--- src/rtl/cla_result_fifo.sv ---
// Show-ahead result FIFO behind the 16-bit CLA adder/subtractor: stores the selected
// result with its overflow and LessThan flags, and tracks a sticky/saturating overflow tally.
module cla_result_fifo #(
    parameter int DEPTH = 4
) (
    input  logic                       clk,
    input  logic                       reset,
    input  logic                       in_valid,
    output logic                       in_ready,
    input  logic                       op_sel,
    input  logic [15:0]                sum,
    input  logic [15:0]                diff,
    input  logic                       OF_S,
    input  logic                       OF_D,
    input  logic                       LessThan,
    output logic                       out_valid,
    input  logic                       out_ready,
    output logic [15:0]                out_data,
    output logic                       out_ovf,
    output logic                       out_lt,
    output logic [$clog2(DEPTH):0]     count,
    input  logic                       clr_sticky,
    output logic                       sticky_ovf,
    output logic [7:0]                 ovf_cnt
);
    localparam int AW = $clog2(DEPTH);
    localparam int CW = AW + 1;

    logic [17:0]   mem_r [DEPTH];
    logic [AW-1:0] wr_ptr_r;
    logic [AW-1:0] rd_ptr_r;
    logic [CW-1:0] count_r;
    logic          sticky_r;
    logic [7:0]    ovf_cnt_r;

    logic          push_s;
    logic          pop_s;
    logic          ovf_push_s;
    logic [17:0]   entry_s;
    logic [17:0]   head_s;

    // Full blocks pushes regardless of a same-cycle pop; in_ready also drops while reset is held.
    assign in_ready   = !reset && (count_r < CW'(DEPTH));
    assign out_valid  = (count_r != {CW{1'b0}});
    assign push_s     = in_valid && in_ready;
    assign pop_s      = out_valid && out_ready;
    assign entry_s    = {LessThan, (op_sel ? OF_D : OF_S), (op_sel ? diff : sum)};
    assign ovf_push_s = push_s && entry_s[16];
    assign head_s     = mem_r[rd_ptr_r];
    assign count      = count_r;
    assign sticky_ovf = sticky_r;
    assign ovf_cnt    = ovf_cnt_r;

    // Head entry presented combinationally; zeros when nothing is stored.
    always_comb begin
        {out_lt, out_ovf, out_data} = 18'd0;
        if (out_valid) begin
            {out_lt, out_ovf, out_data} = head_s;
        end else begin
            {out_lt, out_ovf, out_data} = 18'd0;
        end
    end

    // Storage array; contents are don't-care once discarded by reset.
    always_ff @(posedge clk) begin
        if (push_s) begin
            mem_r[wr_ptr_r] <= entry_s;
        end
    end

    // Pointers and occupancy; power-of-two depth lets the pointers wrap naturally.
    always_ff @(posedge clk or posedge reset) begin
        if (reset) begin
            wr_ptr_r <= {AW{1'b0}};
            rd_ptr_r <= {AW{1'b0}};
            count_r  <= {CW{1'b0}};
        end else begin
            if (push_s) begin
                wr_ptr_r <= wr_ptr_r + AW'(1);
            end
            if (pop_s) begin
                rd_ptr_r <= rd_ptr_r + AW'(1);
            end
            case ({push_s, pop_s})
                2'b10:   count_r <= count_r + CW'(1);
                2'b01:   count_r <= count_r - CW'(1);
                default: count_r <= count_r;
            endcase
        end
    end

    // Sticky overflow flag and saturating tally; a clear still counts a coincident overflow.
    always_ff @(posedge clk or posedge reset) begin
        if (reset) begin
            sticky_r  <= 1'b0;
            ovf_cnt_r <= 8'd0;
        end else if (clr_sticky) begin
            sticky_r  <= ovf_push_s;
            ovf_cnt_r <= ovf_push_s ? 8'd1 : 8'd0;
        end else if (ovf_push_s) begin
            sticky_r  <= 1'b1;
            ovf_cnt_r <= (ovf_cnt_r == 8'd255) ? 8'd255 : ovf_cnt_r + 8'd1;
        end
    end
endmodule
--- config.mk ---
export PLATFORM = sky130hd
export DESIGN_NAME = cla_result_fifo
export DESIGN_NICKNAME = d
export VERILOG_FILES = /design/src/rtl/cla_result_fifo.sv
export SDC_FILE = /design/constraint.sdc
export NUM_CORES = 1
export LEC_CHECK = 0
export CAP_MARGIN = 40
export CORE_ASPECT_RATIO = 2
export CORE_MARGIN = 2
export CORE_UTILIZATION = 52
export DETAILED_ROUTE_END_ITERATION = 10
export MAX_ROUTING_LAYER = met4
export PLACE_DENSITY_LB_ADDON = 0.2
export SYNTH_ARGS = -nofsm -noshare
export SYNTH_HDL_FRONTEND = slang
export SYNTH_SLANG_ARGS = --single-unit
export TNS_END_PERCENT = 1
--- constraint.sdc ---
create_clock -name clk -period 2.6 [get_ports clk]
set_input_delay 0.52 -clock clk [delete_from_list [all_inputs] [get_ports clk]]
set_output_delay 0.52 -clock clk [all_outputs]
set_load 0.02 [all_outputs]
* After elaboration in Yosys (flattened, before gate mapping)
Memories as Yosys holds them, arrays and structs flattened. Index checks and enable logic that the tools add are counted.
Storage, ports and cells: register bits 16, bits in writable memories 72, output and inout bits 32, memories 1
Memory list:
- mem_r | words 4, width 18, rd ports 1, clocked after Yosys merged registers in 0, write ports 1, line 29 | logic [17:0] mem_r [DEPTH];
Operators by class: $lt $le $gt $ge 1, equality and inequality tests 3, mux-type cells 14, reduce and logical (&&, ||, !) cells 8, add/subtract/negate cells 5
Operators by type and width (count):
- $mux W16 | 2
- $mux W8 | 3
- $add A8 B1 Y8 const B | 1
- $eq A8 B8 Y1 const B | 1
- $mux W1 | 8
- $pmux W3 S2 | 1
- $add A2 B1 Y2 const B | 2
- $logic_and A1 B1 Y1 | 4
- $reduce_bool A2 Y1 | 2
- $add A3 B1 Y3 const B | 1
- $lt A3 B3 Y1 const B | 1
- $reduce_bool A3 Y1 | 1
- $sub A3 B1 Y3 const B | 1
- $eq A2 B1 Y1 const B | 1
- $eq A2 B2 Y1 const B | 1
- $logic_not A1 Y1 | 1

* Logic depth before layout (Yosys ltp)
Gate-level depths: netlist of the first run.
depth in word-level cells 6, depth in mapped cells 8

* Least setup slack after synthesis of the first run
Ideal clock, no wire load.
path type flip-flop to flip-flop, from register count_r[0] (netlist: count[0]), to register count_r[2] (netlist: count[2]), period minus slack after synthesis 1938 ps, path slack 662 ps, path buffers 0, arrival time 1804 ps, library setup time 134 ps, stages on the path, launching flop included 9, path through dfrtp_1 or3_1 and2_1 ha_1 inv_1 fa_1 xor2_1 nor2_1 xor2_1
RTL lines:
- from (decl) | line 32 | logic [CW-1:0] count_r;
- from (signal assigned) | line 76 | count_r <= {CW{1'b0}};
- from (signal assigned) | line 85 | 2'b10: count_r <= count_r + CW'(1);
- from (signal assigned) | line 86 | 2'b01: count_r <= count_r - CW'(1);
- $reduce_bool A3 Y1 (*) | line 44 | assign out_valid = (count_r != {CW{1'b0}});
- $logic_and A1 B1 Y1 (*) | line 46 | assign pop_s = out_valid && out_ready;
- via pop_s | line 37 | logic pop_s;
- $eq A2 B1 Y1 / $eq A2 B2 Y1 (equally long branches) | line 84 | case ({push_s, pop_s})
- $pmux W3 S2 / $reduce_bool A2 Y1 (equally long branches)
The timed path passes the listed nets; every way through them passes the cells marked *. A chain may end at the register's enable or synchronous reset.

* Worst setup path in the final report of the first run
from register rd_ptr_r[0], to output port out_data[6]
On the way: word-level cells in the longest chain between the ends 2
Ends and longest elaborated chain:
- from (decl) | line 31 | logic [AW-1:0] rd_ptr_r;
- from (signal assigned) | line 75 | rd_ptr_r <= {AW{1'b0}};
- from (signal assigned) | line 82 | rd_ptr_r <= rd_ptr_r + AW'(1);
- $mem_v2 Z4 W18
- $mux W16 | line 57 | if (out_valid) begin
- to (decl) | line 18 | output logic [15:0] out_data,
Every way passes these cells.

==> impl_metrics.sql, run 1 <==
INSERT INTO impl_metrics (metric_group, metric, value, unit) VALUES
('clock_network', 'cts_tree', 'yes', ''),
('global_routing', 'global_route.usage.total', '20.33', '%'),
('yosys', 'yosysWarnings', '0', ''),
('drt', 'iteration_count_of_the_initial_detailed_routing_pass', '4', ''),
('drt', 'drc', '0', ''),
('setup_path', 'arrival', '1.95', 'ns'),
('floorplanning', 'io_pins', '73', ''),
('yosys', 'async_reset_ff_share', '18.18', '%'),
('setup_path', 'cpPeakStageDelay', '0.55', 'ns'),
('setup_path', 'path_delay_family', 'multiplexers', ''),
('min_path', 'hold_class', 'register to register', ''),
('placement', 'dp.cells', '392', ''),
('yosys', 'synth.distinct_cells', '40', ''),
('global_routing', 'grt_first_pass_wirelength', '11.79', 'mm'),
('finish', 'final.fill_count', '502', ''),
('yosys', 'yosys_register_bits', '88', ''),
('pwr', 'p_per_area', '945.2', 'nW/um^2'),
('global_routing', 'globalRoute.totalOverflow', '0', ''),
('drt', 'met2_length', '4.213', 'mm'),
('global_routing', 'vias_in_the_first_global_route', '2406', ''),
('placement', 'detailed_place_hpwl', '5.215', 'mm'),
('drt', 'dr_wl_met3', '271', 'um'),
('setup_path', 'worst-path-max-fanout', '7', ''),
('floorplanning', 'floorplan.core_area', '7267', 'um^2'),
('clock_network', 'cts_hold_buf', '0', ''),
('setup_path', 'crit_path_start_kind', 'register', ''),
('yosys', 'synth.avg_cell_area', '17.47', 'um^2'),
('finish', 'nets', '359', ''),
('yosys', 'synthesis.nets', '270', ''),
('finish', 'area_growth', '32.27', '%'),
('timing', 'timing.slew.headroom', '58.05', '%'),
('timing', 'unrepaired_setup_endpoints_after_global_routing', 'false', ''),
('setup_path', 'cp_slowest_cell', 'sky130_fd_sc_hd__mux4_2', ''),
('clock_network', 'worst_skew_pair.late_latency', '0.34', 'ns'),
('drt', 'route.top_layer_used', 'met4', ''),
('finish', 'layout-drive-gt1-share', '24.37', '%'),
('drt', 'drt_wl_total', '7.276', 'mm'),
('timing', 'tightestPinTransition', '0.6285', 'ns'),
('drt', 'ant_nets', '0', ''),
('timing', 'timing.setup.tns', '0', 'ns'),
('finish', 'antenna_diode_count', '0', ''),
('floorplanning', 'die_height', '126.1', 'um'),
('placement', 'place_area', '4822', 'um^2'),
('placement', 'port_buffer_count', '72', ''),
('clock_network', 'tritoncts.num_buffers', '9', ''),
('finish', 'mostFrequentLayoutCells', 'sky130_fd_sc_hd__edfxtp_1 (72), sky130_fd_sc_hd__clkdlybuf4s50_1 (54), sky130_fd_sc_hd__and2_1 (25), sky130_fd_sc_hd__mux4_2 (18), sky130_fd_sc_hd__dlygate4sd2_1 (18)', ''),
('yosys', 'synth-edff-count', '72', ''),
('pwr', 'finalPower', '4.847', 'mW'),
('clock_network', 'cts_resized', '21', ''),
('clock_network', 'htree_num_levels', '3', ''),
('outcome', 'outcome', 'finished clean', ''),
('clock_network', 'cts_root_buf', 'sky130_fd_sc_hd__clkbuf_16', ''),
('drt', 'routedLengthMet1', '2.631', 'mm'),
('clock_network', 'post-cts-setup-buffer-count', '0', ''),
('yosys', 'netlist_area_pre_place', '3877', 'um^2'),
('timing', 'finalCritPeriodShare', '94.95', '%'),
('drt', 'post_drt_wl_per_cell', '17.83', 'um'),
('pwr', 'worst_ir_drop_vdd', '0.8374', 'mV'),
('timing', 'finalHoldViolations', '0', ''),
('floorplanning', 'effective_utilization_at_floorplan', '53.36', '%'),
('setup_path', 'end_kind', 'output port', ''),
('clock_network', 'cts.path.max_buffers', '2', ''),
('setup_path', 'critical_path.cell_chain', 'buf_4 -> mux4_2 -> and2_1 -> dlygate4sd2_1', ''),
('finish', 'finalInstanceArea', '5129', 'um^2'),
('setup_path', 'worstPathRequired', '2.08', 'ns'),
('finish', 'final_common_cell', 'sky130_fd_sc_hd__edfxtp_1', ''),
('drt', 'route.detailed.vias_per_inst', '5.328', ''),
('clock_network', 'cts.reportedPaths.clkPinSlew', '0.06', 'ns'),
('global_routing', 'grt_max_degree', '22', ''),
('drt', 'via_count', '2174', ''),
('yosys', 'post_synthesis_cell_count', '222', '');
-- final cells by class --
type / count / area (um^2) / area share [%]
clock buffer: 9 / 225.2 / 4.391
clock inverter: 7 / 95.09 / 1.854
inverter: 11 / 41.29 / 0.8051
multi-input combinational: 114 / 1225 / 23.88
sequential: 88 / 2562 / 49.96
tap: 92 / 115.1 / 2.244
timing repair buffer: 87 / 864.6 / 16.86
-- cells by family after synthesis --
family / synth area share (%)
flip-flops: 66.09
AND/OR/NAND/NOR: 7.422
multiplexers: 16.52
buffers and inverters: 2.453
AO/OA/AOI/OAI: 3.711
adder cells (fa/ha/maj): 2.452
XOR/XNOR: 1.356
-- worst reg2reg max path, cell delays in order, from the launching register on --
cell	delay, ns
sky130_fd_sc_hd__dfrtp_1	0.41
sky130_fd_sc_hd__or3_4	0.52
sky130_fd_sc_hd__and2_1	0.24
sky130_fd_sc_hd__ha_1	0.21
sky130_fd_sc_hd__inv_1	0.07
sky130_fd_sc_hd__fa_1	0.17
sky130_fd_sc_hd__xor2_1	0.15
sky130_fd_sc_hd__nor2_1	0.06
sky130_fd_sc_hd__xor2_1	0.14
-- sequential cells by signal, summed over array words and instances, names as in the netlist --
signal	flops
count	3
mem_r	72
ovf_cnt	8
rd_ptr_r	2
sticky_ovf	1
wr_ptr_r	2
-- worst paths after layout --
path,endpoint,cells after the start,start,slack (ns)
setup / recovery,out_data[6],4,rd_ptr_r[0]$_DFFE_PP0P_,0.13
hold / removal,sticky_ovf$_DFFE_PP0P_,1,sticky_ovf$_DFFE_PP0P_,0.49
setup reg to reg,count[2]$_DFFE_PP0P_,8,count[0]$_DFFE_PP0P_,0.51
hold reg to reg,sticky_ovf$_DFFE_PP0P_,1,sticky_ovf$_DFFE_PP0P_,0.49
max in group asynchronous,ovf_cnt[1]$_DFFE_PP0P_,2,reset,1.55
min in group asynchronous,count[0]$_DFFE_PP0P_,2,reset,0.64
-- synthesized netlist by cell type, types with 2 or more instances --
master,number,area (um^2)
sky130_fd_sc_hd__and2_1,25,156.4
sky130_fd_sc_hd__buf_2,4,20.02
sky130_fd_sc_hd__inv_2,2,7.510
sky130_fd_sc_hd__xnor2_1,3,26.28
sky130_fd_sc_hd__edfxtp_1,72,2162
sky130_fd_sc_hd__clkbuf_1,2,7.510
sky130_fd_sc_hd__ha_1,6,75.07
sky130_fd_sc_hd__inv_1,9,33.78
sky130_fd_sc_hd__nand4_1,2,12.51
sky130_fd_sc_hd__xor2_1,3,26.28
sky130_fd_sc_hd__nand2_1,5,18.77
sky130_fd_sc_hd__o311a_1,2,20.02
sky130_fd_sc_hd__mux4_2,18,405.4
sky130_fd_sc_hd__nor2b_1,2,12.51
sky130_fd_sc_hd__nand3_1,3,15.01
sky130_fd_sc_hd__o221a_2,3,33.78
sky130_fd_sc_hd__nor2_1,6,22.52
sky130_fd_sc_hd__a21oi_1,2,10.01
sky130_fd_sc_hd__mux2_2,17,191.4
sky130_fd_sc_hd__dfrtp_1,16,400.4
-- where the power goes --
part | internal, mW | switching, mW | total (mW)
Combinational | 0.862 | 0.867 | 1.73
Sequential | 1.69 | 0.0800 | 1.77
Clock | 0.842 | 0.507 | 1.35
-- stage by stage --
stage	hold slack, ns	utilization [%]	setup slack [ns]
after global routing	0.5057	70.58	0.05581
final	0.4912	70.58	0.1313
after detailed placement	0.4810	66.36	0.1572
after CTS	0.4988	70.58	0.1041
after global placement	0.4732	66.36	0.2152
after floorplan	0.4337	-	0.6621
-- layer usage --
layer  GRT usage [%]  vias up
met5               -        -
met4           8.333        0
met3           4.018       10
met2           36.87       56
met1           20.83     1071
li1                -     1037
Power figures use the tool's default switching activity.
==> run 2, diff against run 1 <==
CORE_MARGIN = unset   (was 2)
CORE_UTILIZATION = 54   (was 52)
CTS_BUF_LIST = sky130_fd_sc_hd__clkbuf_4   (was unset)
==> run 2 against run 1 <==
  * Critical path type unchanged
  * Setup slack lost 0.046 ns
  * Global-route usage up 2.3 points
  * Fmax down 1.8%
  * First-iteration DRC count increased by 10%
  * Count of clock-buffer cells in the layout increased by 1
  * Wire length decreased by 2.9%
  * Critical endpoint is now out_data[0]
  * Via count is 0.97% higher
  * Clock power is 54% lower
  * Sequential power about the same
  * Sequential share of layout area increased by 2.3 points
==> impl_metrics.sql, run 2 (same netlist as run 1, synthesis figures left out) <==
INSERT INTO impl_metrics (metric_group, metric, value, unit) VALUES
('outcome', 'outcome', 'finished clean', ''),
('timing', 'timing.setup.tns', '0', 'ns'),
('placement', 'dp.cells', '386', ''),
('pwr', 'swShare', '32.75', '%'),
('setup_path', 'critical_path.cell_chain', 'buf_12 -> mux4_2 -> and2_1 -> clkdlybuf4s15_1', ''),
('setup_path', 'setup.worst_path.class', 'register to output port', ''),
('placement', 'pre_cts_ws', '0.2665', 'ns'),
('finish', 'finalInstanceArea', '4908', 'um^2'),
('timing', 'highest_clock_rate', '397.7', 'MHz'),
('timing', 'final_period_minus_worst_setup_slack', '2.514', 'ns'),
('setup_path', 'cp_slowest_cell', 'sky130_fd_sc_hd__mux4_2', ''),
('placement', 'detailed_place_hpwl', '4.917', 'mm'),
('floorplanning', 'floorplan.core_area', '6940', 'um^2'),
('clock_network', 'clock-sinks', '88', ''),
('drt', 'ant_nets', '0', ''),
('drt', 'drt-initial-drc-count', '74', ''),
('setup_path', 'cp.buffers_inverters', '2', ''),
('finish', 'largest_reg_flops', '72', ''),
('floorplanning', 'effective_utilization_at_floorplan', '55.87', '%'),
('finish', 'final.fill_count', '475', ''),
('min_path', 'hold_class', 'register to register', ''),
('clock_network', 'tritoncts.num_buffers', '9', ''),
('drt', 'route.detailed.vias_per_inst', '5.433', ''),
('timing', 'tightestPinTransition', '0.6644', 'ns'),
('setup_path', 'arrival', '1.99', 'ns'),
('drt', 'drt_wl_total', '7.064', 'mm'),
('pwr', 'internal_dissipation', '2.818', 'mW'),
('finish', 'final_common_cell', 'sky130_fd_sc_hd__edfxtp_1', ''),
('setup_path', 'worstPathRequired', '2.08', 'ns'),
('pwr', 'finalPower', '4.189', 'mW'),
('setup_path', 'crit_path_start_kind', 'register', ''),
('global_routing', 'vias_in_the_first_global_route', '2397', ''),
('timing', 'report.final.setup_viol', '0', ''),
('pwr', 'clock_power_share', '14.8', '%'),
('setup_path', 'worst-path-max-fanout', '8', ''),
('clock_network', 'cts.reportedPaths.clkPinSlew', '0.13', 'ns'),
('clock_network', 'cts_root_buf', 'sky130_fd_sc_hd__clkbuf_4', ''),
('floorplanning', 'row_count', '43', ''),
('drt', 'iteration_count_of_the_initial_detailed_routing_pass', '4', ''),
('pwr', 'power.leakage', '1.734', 'nW'),
('placement', 'port_buffer_count', '72', ''),
('finish', 'multiInputGateArea', '1220', 'um^2'),
('timing', 'unrepaired_setup_endpoints_after_global_routing', 'true', ''),
('pwr', 'power.share.combinational', '42.9', '%'),
('pwr', 'p_per_area', '853.5', 'nW/um^2'),
('timing', 'finalHoldViolations', '0', ''),
('finish', 'sequential_cell_area', '2564', 'um^2'),
('floorplanning', 'die-area', '7544', 'um^2'),
('timing', 'fin_ws', '0.08573', 'ns'),
('global_routing', 'grt_first_pass_wirelength', '11.36', 'mm'),
('global_routing', 'globalRoute.totalOverflow', '0', ''),
('finish', 'top_register', 'mem_r', ''),
('finish', 'layout-drive-gt1-share', '23.00', '%'),
('clock_network', 'cts.path.max_buffers', '2', ''),
('finish', 'utilization_after_layout', '70.72', '%'),
('drt', 'drc', '0', ''),
('timing', 'finalCritPeriodShare', '96.70', '%'),
('clock_network', 'post-cts-setup-buffer-count', '0', ''),
('clock_network', 'htree_num_levels', '3', ''),
('clock_network', 'worst_skew_pair.late_latency', '0.42', 'ns'),
('global_routing', 'grt_max_degree', '22', ''),
('finish', 'nets', '356', ''),
('timing', 'clock_skew', '0.01087', 'ns'),
('pwr', 'net-switching-power', '1.372', 'mW'),
('global_routing', 'number_of_antenna_violations_at_the_first_check_in_global_routing', '1', ''),
('pwr', 'p_seq_share', '42.3', '%'),
('setup_path', 'cpPeakStageDelay', '0.50', 'ns'),
('timing', 'finalMaxSlewViolations', '0', ''),
('setup_path', 'end_kind', 'output port', ''),
('placement', 'place_area', '4765', 'um^2'),
('finish', 'area_growth', '26.59', '%'),
('floorplanning', 'die_height', '121.8', 'um'),
('drt', 'via_count', '2195', ''),
('finish', 'layout.cells.non_filler', '404', ''),
('floorplanning', 'io_pins', '73', ''),
('finish', 'mostFrequentLayoutCells', 'sky130_fd_sc_hd__edfxtp_1 (72), sky130_fd_sc_hd__clkdlybuf4s50_1 (53), sky130_fd_sc_hd__and2_1 (25), sky130_fd_sc_hd__mux4_2 (18), sky130_fd_sc_hd__mux2_2 (17)', ''),
('flow_run', 'cap_violations', '0', ''),
('pwr', 'worst_ir_drop_vdd', '0.6310', 'mV'),
('floorplanning', 'die_w', '61.92', 'um'),
('timing', 'timing.slew.headroom', '55.66', '%'),
('global_routing', 'global_route.usage.total', '22.60', '%'),
('placement', 'place_congestion', '0.7652', ''),
('timing', 'fin_worst_hold_slack', '0.5026', 'ns'),
('drt', 'post_drt_wl_per_cell', '17.49', 'um'),
('clock_network', 'cts_tree', 'yes', ''),
('setup_path', 'path_delay_family', 'multiplexers', '');
-- run 2: cell types whose count changed in the layout (fill, tap and decap cells not counted), sizes merged, moves of 2 or more --
cell / change
buf: -4
bufinv: -2
clkbuf: +2
clkdlybuf4s15: +16
dlygate4sd2: -16
-- run 2: area by class of cell --
type	count	share of cell area (%)
Sequential cell	88	52.23
Multi-Input combinational cell	114	24.85
Tap cell	90	2.294
Timing Repair Buffer	84	17.46
Clock buffer	10	1.529
Clock inverter	6	0.7392
Inverter	11	0.8412
Antenna cell	1	0.05098
-- run 2: path summary, 6_finish.rpt --
path / startpoint / to / slack [ns] / cells past startpoint
worst max-delay path: rd_ptr_r[0]$_DFFE_PP0P_ / out_data[0] / 0.09 / 4
worst min-delay path: sticky_ovf$_DFFE_PP0P_ / sticky_ovf$_DFFE_PP0P_ / 0.50 / 1
worst max register to register: count[0]$_DFFE_PP0P_ / count[2]$_DFFE_PP0P_ / 0.46 / 9
worst min register to register: sticky_ovf$_DFFE_PP0P_ / sticky_ovf$_DFFE_PP0P_ / 0.50 / 1
max in group asynchronous: reset / rd_ptr_r[0]$_DFFE_PP0P_ / 1.57 / 2
min in group asynchronous: reset / count[0]$_DFFE_PP0P_ / 0.55 / 2
-- run 2: power groups by stage --
stage          combinational, mW  sequential, mW  clock (mW)
2_1_floorplan               1.10            1.81           0
3_3_place_gp                1.87            1.79           0
3_5_place_dp                1.89            1.80           0
4_1_cts                     1.75            1.76       0.632
5_1_grt                     1.98            1.79       0.679
6_report                    1.80            1.77       0.620
-- run 2: routing by layer --
metal  global-route usage [%]  part of all wire, %
met1                    24.49                   37
met5                        -                    0
met2                    38.51                   58
met3                    4.989                  3.2
met4                    9.306                  1.9
-- run 2: what timing repair did --
action                                  4_1_cts  5_1_grt
hold buffers                                  0        0
pin swaps                                     0        0
gates resized for setup                      18       19
endpoints found under the setup margin       18       18
cloned                                        0        1
